--- src/rtl/flag_unit.sv ---
// Status flag register (SC, P, Z) with a small save/restore stack and
// branch-condition select for the control unit.
module flag_unit #(
  parameter int DEPTH = 4,
  parameter int DW    = 3
) (
  input  logic                       clk,
  input  logic                       reset,
  input  logic                       alu_valid,
  input  logic                       stall,
  input  logic                       sc_o,
  input  logic                       sc_en,
  input  logic                       sc_clr,
  input  logic                       pari,
  input  logic                       pari_en,
  input  logic                       pari_clr,
  input  logic [7:0]                 rslt,
  input  logic                       z_en,
  input  logic                       push,
  input  logic                       pop,
  input  logic                       err_clr,
  input  logic [1:0]                 cond,
  output logic                       sc_i,
  output logic                       pari_in,
  output logic                       zero,
  output logic                       take,
  output logic [$clog2(DEPTH):0]     stk_depth,
  output logic                       stk_full,
  output logic                       stk_empty,
  output logic                       stk_ovf,
  output logic                       stk_unf
);
  localparam int AW = $clog2(DEPTH);

  logic          sc_q, sc_d, p_q, p_d, z_q, z_d;
  logic          ovf_q, ovf_d, unf_q, unf_d;
  logic [AW:0]   depth_q, depth_d;
  logic [DW-1:0] stk_q [DEPTH];
  logic [DW-1:0] cur, alu_f;
  logic [AW-1:0] top_idx, waddr;
  logic          we, full, empty;

  always_comb begin
    cur     = {z_q, p_q, sc_q};
    full    = (depth_q == (AW+1)'(DEPTH));
    empty   = (depth_q == '0);
    top_idx = AW'(depth_q - 1'b1);

    alu_f = cur;
    if (alu_valid) begin
      if (sc_clr)       alu_f[0] = 1'b0;
      else if (sc_en)   alu_f[0] = sc_o;
      if (pari_clr)     alu_f[1] = 1'b0;
      else if (pari_en) alu_f[1] = pari;
      if (z_en)         alu_f[2] = (rslt == 8'h00);
    end

    {z_d, p_d, sc_d} = cur;
    depth_d = depth_q;
    ovf_d   = ovf_q;
    unf_d   = unf_q;
    we      = 1'b0;
    waddr   = '0;

    if (!stall) begin
      {z_d, p_d, sc_d} = alu_f;
      ovf_d = ovf_q & ~err_clr;
      unf_d = unf_q & ~err_clr;
      if (pop && empty) begin
        unf_d = 1'b1;
      end else if (pop) begin
        // Pop (alone or as a swap with push) overrides the ALU update.
        {z_d, p_d, sc_d} = stk_q[top_idx];
        if (push) begin
          we    = 1'b1;
          waddr = top_idx;
        end else begin
          depth_d = depth_q - 1'b1;
        end
      end else if (push && full) begin
        ovf_d = 1'b1;
      end else if (push) begin
        we      = 1'b1;
        waddr   = AW'(depth_q);
        depth_d = depth_q + 1'b1;
      end
    end
  end

  always_ff @(posedge clk or posedge reset) begin
    if (reset) begin
      sc_q    <= 1'b0;
      p_q     <= 1'b0;
      z_q     <= 1'b0;
      depth_q <= '0;
      ovf_q   <= 1'b0;
      unf_q   <= 1'b0;
    end else begin
      sc_q    <= sc_d;
      p_q     <= p_d;
      z_q     <= z_d;
      depth_q <= depth_d;
      ovf_q   <= ovf_d;
      unf_q   <= unf_d;
    end
  end

  // Stack storage needs no reset; entries beyond depth are never read.
  always_ff @(posedge clk) begin
    if (we) stk_q[waddr] <= cur;
  end

  always_comb begin
    case (cond)
      2'b00:   take = 1'b1;
      2'b01:   take = sc_q;
      2'b10:   take = z_q;
      default: take = p_q;
    endcase
  end

  assign sc_i      = sc_q;
  assign pari_in   = p_q;
  assign zero      = z_q;
  assign stk_depth = depth_q;
  assign stk_full  = full;
  assign stk_empty = empty;
  assign stk_ovf   = ovf_q;
  assign stk_unf   = unf_q;
endmodule

--- config.mk ---
export PLATFORM = sky130hd
export DESIGN_NAME = flag_unit
export DESIGN_NICKNAME = d
export VERILOG_FILES = /design/src/rtl/flag_unit.sv
export SDC_FILE = /design/constraint.sdc
export NUM_CORES = 1
export LEC_CHECK = 0
export BUFFER_PORTS_ARGS = -buffer_cell sky130_fd_sc_hd__buf_2
export CAP_MARGIN = 20
export CORE_MARGIN = 2
export CORE_UTILIZATION = 53
export CTS_CLUSTER_DIAMETER = 40
export DETAILED_ROUTE_END_ITERATION = 7
export PLACE_DENSITY_LB_ADDON = 0.05
export SLEW_MARGIN = 25
export SYNTH_ARGS = -nofsm -noshare
export SYNTH_HDL_FRONTEND = slang
export SYNTH_SLANG_ARGS = --single-unit
--- constraint.sdc ---
create_clock -name clk -period 4.08 [get_ports clk]
set_input_delay 0.816 -clock clk [delete_from_list [all_inputs] [get_ports clk]]
set_output_delay 0.816 -clock clk [all_outputs]
set_load 0.005 [all_outputs]
==> results of run 1 <==
[power breakdown]
part	switching, uW	internal (uW)	total (uW)
registers	61.1	277	338
clock network	58.1	35.6	93.7
logic	152	156	308
total	272	468	740
[logic make-up (layout without fill, tap and decap cells)]
group / count (synthesis) / in the layout / share of synthesized area [%]
flip-flops: 20 / 20 / 49.9
XOR/XNOR: 4 / 4 / 3.12
adder cells (fa/ha/maj): 3 / 3 / 3.34
buffers and inverters: 10 / 43 / 5.68
AO/OA/AOI/OAI: 22 / 22 / 14.0
AND/OR/NAND/NOR: 34 / 34 / 16.1
multiplexers: 5 / 5 / 7.79
[metrics by stage]
step	hold slack (ns)	power, uW	area (sq um)
2_1_floorplan	0.470	543	1120
3_3_place_gp	0.473	640	1280
3_5_place_dp	0.476	651	1280
4_1_cts	0.468	742	1310
5_1_grt	0.487	798	1310
6_report	0.454	740	1310
[sequential cells by signal (all words and copies together) (netlist names)]
register	cells
stk_depth	3
sc_i	1
stk_unf	1
zero	1
pari_in	1
stk_ovf	1
stk_q	12
[cells in the mapped netlist]
master     number  area (sq um)
mux2i_1         2          20.0
o21ai_0         3          15.0
nor2_1          7          26.3
or2b_1          1          7.51
a21oi_1         1          5.00
a31oi_1         2          12.5
a22o_1          1          8.76
or2_2           1          6.26
buf_4           2          15.0
inv_4           1          6.26
nor4_1          1          6.26
or3_4           1          11.3
mux4_2          3          67.6
xnor2_1         2          17.5
a2111oi_0       1          8.76
o21bai_1        2          15.0
edfxtp_1       12           360
xor2_1          2          17.5
buf_2           1          5.00
a211oi_1        2          15.0
a22oi_1         1          7.51
a21o_1          2          15.0
inv_1           4          15.0
a21boi_0        1          7.51
o31ai_1         1          7.51
nand3_1         6          30.0
and2_2          1          7.51
nor3_1          1          5.00
a2bb2oi_1       2          17.5
buf_6           2          22.5
nor2b_1         1          6.26
nand2b_1        5          31.3
nand2_1         7          26.3
dfrtp_1         8           200
o21ai_1         2          10.0
nand4b_1        2          17.5
ha_1            3          37.5
a211oi_2        1          12.5
[layout make-up]
cell class / count / area share [%]
Multi-Input combinational cell: 68 / 38.1
Inverter: 5 / 1.62
Sequential cell: 20 / 42.7
Clock inverter: 1 / 0.286
Timing Repair Buffer: 34 / 13.0
Clock buffer: 3 / 1.72
Tap cell: 27 / 2.58
[final timing paths]
kind                       cells after the start  slack [ns]     endpoint          from
setup / recovery                               5        1.48    stk_empty  stk_depth[0]
hold / removal                                 2        0.45      stk_ovf         reset
setup reg to reg                               7        1.77  stk_q[0][2]  stk_depth[0]
hold reg to reg                                2        0.51      stk_unf       stk_unf
max in group asynchronous                      2        3.38         sc_i         reset
min in group clk                               2        0.51      stk_unf       stk_unf
[routing by layer]
layer / up-vias / routed length (um)
met5: - / 0
met4: 0 / 49
met3: 7 / 152
met2: 38 / 1020
met1: 401 / 1030
li1: 427 / -
==> impl_metrics.tcl, run 1 <==
set metrics [dict create \
    critical_path_peak_fanout 9 \
    rsz0062_at_grt "no" \
    globalRouteOverflowTotal 0 \
    fillerInstances 160 \
    clkTransAtPathRegs_ns 0.11 \
    grt_usage_pct 21.7 \
    layout_commonest_cell "buf_2" \
    p_leak_uw 0.000568 \
    commonest_cells_after_routing_fill_and_taps_aside "buf_2, edfxtp_1, dfrtp_1, nand2_1, nor2_1" \
    ir_drop_v 0.000307 \
    slew_viol_final 0 \
    synthCells 98 \
    critPathBufInv 3 \
    floorplan.initialDensity_pct 56.7 \
    global_route_wire_length_before_repair_um 3920 \
    final-seq-area_sq_um 561 \
    hold_violations 0 \
    yosys.cell_types.count 38 \
    max-slew-margin-rel_pct 76.1 \
    die_extent_in_y_um 50.0 \
    slowest_stage_delay_cp_ns 0.54 \
    grt_busiest_layer "met2" \
    coreArea_sq_um 1980 \
    htree_num_levels 1 \
    antenna_found_initial 0 \
    setup_slack_ns 1.48 \
    design.portCount 35 \
    postSynthNetCount 125 \
    gp_routability_congestion 0.818 \
    design.final.nets 159 \
    seq_area_frac_synth_pct 49.9 \
    clk_root_buffer_cell "clkbuf_4" \
    area_taken_by_multi_input_logic_gates_sq_um 499 \
    groute.layer.met3.usage_pct 3.64 \
    number_of_global_route_vias_before_repair 809 \
    gr-usage-met2_pct 33.6 \
    ant_nets 0 \
    cap_viol_max_count 0 \
    crit_path_top_delay_cell "dfrtp_1" \
    timing.critical_path.arrival_ns 1.78 \
    cts_inserted_buffers 3 \
    postSynthRegisterBits 20 \
    ctsResizeCount 0 \
    synthesis.area_per_instance_sq_um 11.5 \
    setup-violations-final 0 \
    finalNonFillerCells 158 \
    remaining_drc_errors 0 \
    die_width_um 50.0 \
    finalCriticalPeriod_ns 2.60 \
    setup_skew_after_layout_ns 0.000643 \
    detailed_router_s_first_iteration_violation_count 28 \
    worst-setup-path-type "reg2out" \
    ys.warnings.count 0 \
    placement.io_buffers 34 \
    clkSinkCount 20 \
    chain_of_cells_forming_the_critical_path "inv_1 -> ha_1 -> nand2b_1 -> inv_4 -> buf_2" \
    post-cts-setup-buffer-count 0 \
    final_layout_size_suffix_gt1_share_pct 34.4 \
    setup_tns_ns 0 \
    maximum_number_of_pins_on_one_net_before_global_route_repair 16 \
    clock_tree.buffer_depth 2 \
    synth.cell_area_sq_um 1120 \
    avgRoutedWirePerCell_um 14.3 \
    dp_slack_ns 1.76 \
    dp.final_hpwl_um 1790 \
    clock_insertion_delay_worst_skew_ns 0.29 \
    antenna-diode-count 0 \
    fp.dieArea_sq_um 2500 \
    route.final.wire_length_um 2250 \
    dp.cells 154 \
    cp_top_family "flip-flops" \
    power.density_cell_area_nw_per_um2 564 \
    routed_via_density 5.53 \
    start_kind "flop" \
    min_path_type "in2async" \
    worst_endpoint_required_time_ns 3.26 \
    worstSetupEndpointType "output pin" \
    cts_hold_buffers 0 \
    number_of_iterations_in_the_first_detailed_routing_pass 4 \
    outcome "complete, no violations" \
    timing.fmax_mhz 385 \
    vias 873 \
    groute.layer.met1.usage_pct 30.3 \
    finish.utilization_pct 66.2 \
    worst_slew_pin_slew_ns 0.349 \
    cts_tree "built" \
    area_growth_pct 16.7 \
    placementRows 16 \
    period_share_pct 63.7 \
]
(Power assumes the default switching activity.)
==> inputs of run 2 (changes only) <==
--- a/config.mk
+++ b/config.mk
@@ -8,7 +8,7 @@
 export BUFFER_PORTS_ARGS = -buffer_cell sky130_fd_sc_hd__buf_2
 export CAP_MARGIN = 20
 export CORE_MARGIN = 2
-export CORE_UTILIZATION = 53
+export CORE_UTILIZATION = 45
 export CTS_CLUSTER_DIAMETER = 40
 export DETAILED_ROUTE_END_ITERATION = 7
 export PLACE_DENSITY_LB_ADDON = 0.05
==> constraint.sdc (replaced) <==
create_clock -name clk -period 2.3 [get_ports clk]
set_input_delay 0.46 -clock clk [delete_from_list [all_inputs] [get_ports clk]]
set_output_delay 0.46 -clock clk [all_outputs]
set_load 0.005 [all_outputs]
==> run 2 against run 1 <==
- clock power grew to 3.1 times the previous value
- combinational power grew 90%
- critical path type is now reg2reg
- critical path depth grew 2
- core utilization shrank 9.9 points
- flip-flop and latch count is the same
==> impl_metrics.tcl, run 2 (synthesized netlist as in run 1, its figures left out) <==
set metrics [dict create \
    timing.fmax_mhz 526 \
    p_clk_share_pct 19.8 \
    crit_path_top_delay_cell "dfrtp_1" \
    ant_nets 0 \
    htree_num_levels 1 \
    antenna_found_initial 0 \
    chain_of_cells_forming_the_critical_path "inv_1 -> ha_1 -> nand2b_1 -> inv_4 -> a2bb2oi_1 -> or2_2 -> nor2_1" \
    worst_endpoint_required_time_ns 2.30 \
    coreArea_sq_um 2410 \
    remaining_drc_errors 0 \
    setup_tns_ns 0 \
    detailed_router_s_first_iteration_violation_count 10 \
    hold_violations 0 \
    clkSinkCount 20 \
    setup_slack_ns 0.399 \
    worst_slew_pin_slew_ns 0.358 \
    number_of_iterations_in_the_first_detailed_routing_pass 4 \
    worstSetupEndpointType "flop" \
    power.density_cell_area_nw_per_um2 1070 \
    globalRouteOverflowTotal 0 \
    p_int_uw 959 \
    cts_hold_buffers 0 \
    clk_root_buffer_cell "clkbuf_4" \
    antenna-diode-count 0 \
    grt_usage_pct 18.6 \
    clock_insertion_delay_worst_skew_ns 0.30 \
    setup-violations-final 0 \
    commonest_cells_after_routing_fill_and_taps_aside "buf_2, edfxtp_1, dfrtp_1, nand2_1, nor2_1" \
    area_growth_pct 20.7 \
    die_extent_in_y_um 54.0 \
    worst-setup-path-type "reg2reg" \
    vias 857 \
    timing.critical_path.arrival_ns 1.90 \
    cts_inserted_buffers 3 \
    ir_drop_v 0.000648 \
    fp.dieArea_sq_um 2910 \
    fillerInstances 212 \
    clock_tree.buffer_depth 2 \
    final_layout_size_suffix_gt1_share_pct 36.1 \
    post-cts-setup-buffer-count 0 \
    period_share_pct 82.7 \
    cts_tree "built" \
    min_path_type "in2async" \
    number_of_global_route_vias_before_repair 807 \
    gp_routability_congestion 0.771 \
    layout_commonest_cell "buf_2" \
    route.final.wire_length_um 2280 \
    setup_skew_after_layout_ns 0.00437 \
    dp.cells 159 \
    p_comb_share_pct 40.5 \
    critPathBufInv 2 \
    rsz0062_at_grt "no" \
    cap_viol_max_count 0 \
    net_switching_power_figure_uw 487 \
    slowest_stage_delay_cp_ns 0.42 \
    placement.io_buffers 34 \
    dp.final_hpwl_um 1800 \
    design.portCount 35 \
    floorplan.initialDensity_pct 46.6 \
    seq_power_share_pct 39.7 \
    global_route_wire_length_before_repair_um 3820 \
    finalNonFillerCells 163 \
    finalCriticalPeriod_ns 1.90 \
    cp_top_family "simple AND/OR/NAND/NOR gates" \
    maximum_number_of_pins_on_one_net_before_global_route_repair 16 \
    switching_share_pct 33.7 \
    ctsResizeCount 0 \
    largest_reg_flops 12 \
    slew_viol_final 0 \
    finish.utilization_pct 56.3 \
    die_width_um 54.0 \
    p_leak_uw 0.000590 \
    placementRows 18 \
    routed_via_density 5.26 \
    outcome "complete, no violations" \
    max-slew-margin-rel_pct 75.5 \
    max_flop_register "stk_q" \
    r2r_slack_ns 0.40 \
    dp_slack_ns 0.433 \
    clkTransAtPathRegs_ns 0.12 \
    avgRoutedWirePerCell_um 14.0 \
    critical_path_peak_fanout 4 \
    start_kind "flop" \
    design.final.nets 161 \
]
## run 2: cell types whose count changed in the layout (fill, tap and decap cells not counted), sizes merged
| cell | delta |
|---|---|
| buf | +2 |
| bufinv | +1 |
| clkinv | -1 |
## run 2: final timing paths
check	startpoint	end	cells after the start
max	stk_depth[1]	stk_q[0][1]	7
min	reset	stk_depth[2]	2
max reg2reg	stk_depth[1]	stk_q[0][1]	7
min reg2reg	stk_unf	stk_unf	2
max in group asynchronous	reset	pari_in	2
min in group clk	rslt[0]	zero	4
## run 2: through the flow
stage | power, uW | area [sq um] | hold slack [ns]
floorplan | 964 | 1120 | 0.276
global placement | 1160 | 1300 | 0.438
detailed placement | 1170 | 1300 | 0.440
CTS | 1470 | 1360 | 0.0944
global route | 1560 | 1360 | 0.108
finish | 1450 | 1360 | 0.102
## run 2: layout make-up
cell class | instances | area, sq um | area share, %
clock buffer | 3 | 22.5 | 1.66
clock inverter | 1 | 30.0 | 2.21
inverter | 5 | 21.3 | 1.57
multi-input combinational | 68 | 499 | 36.8
sequential | 20 | 561 | 41.3
tap | 30 | 37.5 | 2.77
timing repair buffer | 36 | 185 | 13.7
## run 2: per-layer routing
layer	up-vias	track usage (%)	part of all wire [%]
met1	399	26.6	48
met4	0	5.00	0
met3	0	2.50	4.8
met5	-	0	0
li1	432	-	-
met2	26	29.7	47
## run 2: power groups by stage
| stage | Sequential (uW) | Clock [uW] | Combinational, uW |
|---|---|---|---|
| finish | 574 | 286 | 586 |
| global route | 592 | 310 | 654 |
| CTS | 577 | 296 | 592 |
| detailed placement | 586 | 0 | 586 |
| global placement | 583 | 0 | 576 |
| floorplan | 567 | 0 | 397 |
## run 2: worst register-to-register path, delay by kind of cell, from the launching register on
family                     cells  cell delay (ns)
AOI/OAI and AO/OA              1             0.13
buffers and inverters          2             0.14
and+or+nand+nor                3             0.68
DFF                            1             0.42
adders and majority gates      1             0.23
==> inputs of run 3 (changes only) <==
==> constraint.sdc (replaced) <==
create_clock -name clk -period 1.6 [get_ports clk]
set_input_delay 0.32 -clock clk [delete_from_list [all_inputs] [get_ports clk]]
set_output_delay 0.32 -clock clk [all_outputs]
set_load 0.005 [all_outputs]
==> run 3 against run 2 <==
- the run now ends with negative setup slack left
- setup slack got worse by 0.44 ns
- hold slack improved by 0.21 ns
- clock skew about the same
- die area unchanged
- total power increased by 66%
- largest cell class is now multi-input combinational cells
==> impl_metrics.tcl, run 3 (synthesized netlist as in run 1, its figures left out) <==
set metrics [dict create \
    outcome "complete, but fails checks" \
    failed_checks "negative setup slack" \
    cts_inserted_buffers 3 \
    globalRouteOverflowTotal 0 \
    route.final.wire_length_um 2590 \
    start_kind "flop" \
    period_share_pct 103 \
    number_of_iterations_in_the_first_detailed_routing_pass 4 \
    setup-violations-final 2 \
    vias 937 \
    seq_power_share_pct 33.2 \
    worstSetupEndpointType "output pin" \
    fp.dieArea_sq_um 2910 \
    hold_start "rslt[1]" \
    remaining_drc_errors 0 \
    timing.critical_path.arrival_ns 1.32 \
    gp_routability_congestion 0.823 \
    ir_drop_v 0.000999 \
    ant_nets 0 \
    p_clk_share_pct 10.2 \
    dp.final_hpwl_um 2070 \
    design.portCount 35 \
    die_extent_in_y_um 54.0 \
    min_path_type "in2reg" \
    clock_insertion_delay_worst_skew_ns 0.30 \
    setup_slack_ns -0.0406 \
    routed_via_density 5.21 \
    antenna-diode-count 0 \
    htree_num_levels 1 \
    layout_commonest_cell "buf_2" \
    clkTransAtPathRegs_ns 0.11 \
    antenna_found_initial 0 \
    die_width_um 54.0 \
    max-slew-margin-rel_pct 76.7 \
    coreArea_sq_um 2410 \
    dp_slack_ns -0.113 \
    switching_share_pct 35.6 \
    worst_r2r_startpoint "stk_depth[0]" \
    worst_endpoint_required_time_ns 1.28 \
    detailed_router_s_first_iteration_violation_count 18 \
    timing.fmax_mhz 610 \
    final_layout_size_suffix_gt1_share_pct 51.3 \
    net_switching_power_figure_uw 855 \
    finalNonFillerCells 180 \
    clock_tree.buffer_depth 2 \
    critical_path.startpoint "stk_depth[1]" \
    maximum_number_of_pins_on_one_net_before_global_route_repair 12 \
    area_growth_pct 41.6 \
    grt_usage_pct 20.0 \
    p_comb_share_pct 56.6 \
    area_taken_by_multi_input_logic_gates_sq_um 606 \
    p_leak_uw 0.000685 \
    design.final.nets 178 \
    hold_violations 0 \
    finalCriticalPeriod_ns 1.64 \
    final-seq-area_sq_um 561 \
    setup_skew_after_layout_ns 0.00409 \
    placement.io_buffers 34 \
    global_route_wire_length_before_repair_um 4080 \
    cap_viol_max_count 0 \
    cts_tree "built" \
    finish.utilization_pct 66.0 \
    critical_path_peak_fanout 3 \
    avgRoutedWirePerCell_um 14.4 \
    power.density_cell_area_nw_per_um2 1510 \
    clkSinkCount 20 \
    p_int_uw 1550 \
    number_of_global_route_vias_before_repair 953 \
    worst-setup-path-type "reg2out" \
    floorplan.initialDensity_pct 46.6 \
    largest_reg_flops 12 \
    max_flop_register "stk_q" \
    slew_viol_final 0 \
    fillerInstances 199 \
    dp.cells 172 \
    clk_root_buffer_cell "clkbuf_4" \
    worst_slew_pin_slew_ns 0.350 \
    commonest_cells_after_routing_fill_and_taps_aside "buf_2, buf_4, edfxtp_1, dfrtp_1, nand2_1" \
    rsz0062_at_grt "yes" \
    placementRows 18 \
]
run 3: changes by cell type in the layout (fill, tap and decap cells not counted), moves of 2 or more:
cell       delta
nor2_1        -4
nor2_4        +4
buf_4        +14
nand2b_1      -2
nand2b_4      +2
a2bb2oi_2     +2
buf_6         +4
buf_2         -2
inv_1         -2
a2bb2oi_1     -2
run 3: path summary, 6_finish.rpt:
kind	endpoint	slack, ns	depth (start not counted)
setup / recovery	stk_full	-0.04	5
hold / removal	zero	0.31	4
setup reg to reg	stk_q[0][0]	0.04	7
hold reg to reg	stk_unf	0.50	2
max in group asynchronous	zero	0.83	3
min in group asynchronous	stk_depth[2]	0.52	3
run 3: final cells by class:
class | instances | share of cell area, %
flip-flops and latches | 20 | 35.2
well taps | 30 | 2.36
repair buffers | 53 | 21.1
clock inverters | 1 | 0.236
multi-input cells | 68 | 38.1
inverters | 5 | 1.65
clock buffers | 3 | 1.42
run 3: per-stage QoR:
stage / total power (uW) / cell area, sq um / hold slack (ns) / setup TNS (ns)
after detailed placement: 1940 / 1450 / 0.304 / -1.05
after global routing: 2570 / 1590 / 0.327 / -0.201
after floorplan: 1510 / 1170 / 0.136 / -1.68
after CTS: 2310 / 1530 / 0.325 / -0.158
final: 2400 / 1590 / 0.310 / -0.0633
after global placement: 1920 / 1450 / 0.300 / -0.431
run 3: worst max-delay path, stage by stage, from the launching register on:
cell	delay [ns]
dfrtp_1	0.41
inv_2	0.10
ha_4	0.18
buf_6	0.10
and2_4	0.14
buf_6	0.09
run 3: metal layers:
| metal | vias to the layer above | GRT usage [%] | wire, um |
|---|---|---|---|
| met3 | 4 | 3.33 | 113 |
| met4 | 0 | 6.67 | 41 |
| met1 | 439 | 23.6 | 1110 |
| met2 | 30 | 36.4 | 1320 |
| li1 | 464 | - | - |
| met5 | - | 0 | 0 |
run 3: timing repair:
item,4_1_cts,5_1_grt
hold endpoints to repair,8,0
resized for setup,10,9
pin swaps,2,6
cloned,0,0
hold buffers,1,0
setup buffers,2,1
setup endpoints to repair,15,15
run 3: power by group through the flow:
stage | Combinational (uW) | Clock [uW] | Sequential, uW
floorplan | 689 | 0 | 817
global placement | 1120 | 0 | 801
detailed placement | 1140 | 0 | 802
CTS | 1270 | 242 | 797
global route | 1490 | 272 | 811
finish | 1360 | 245 | 798
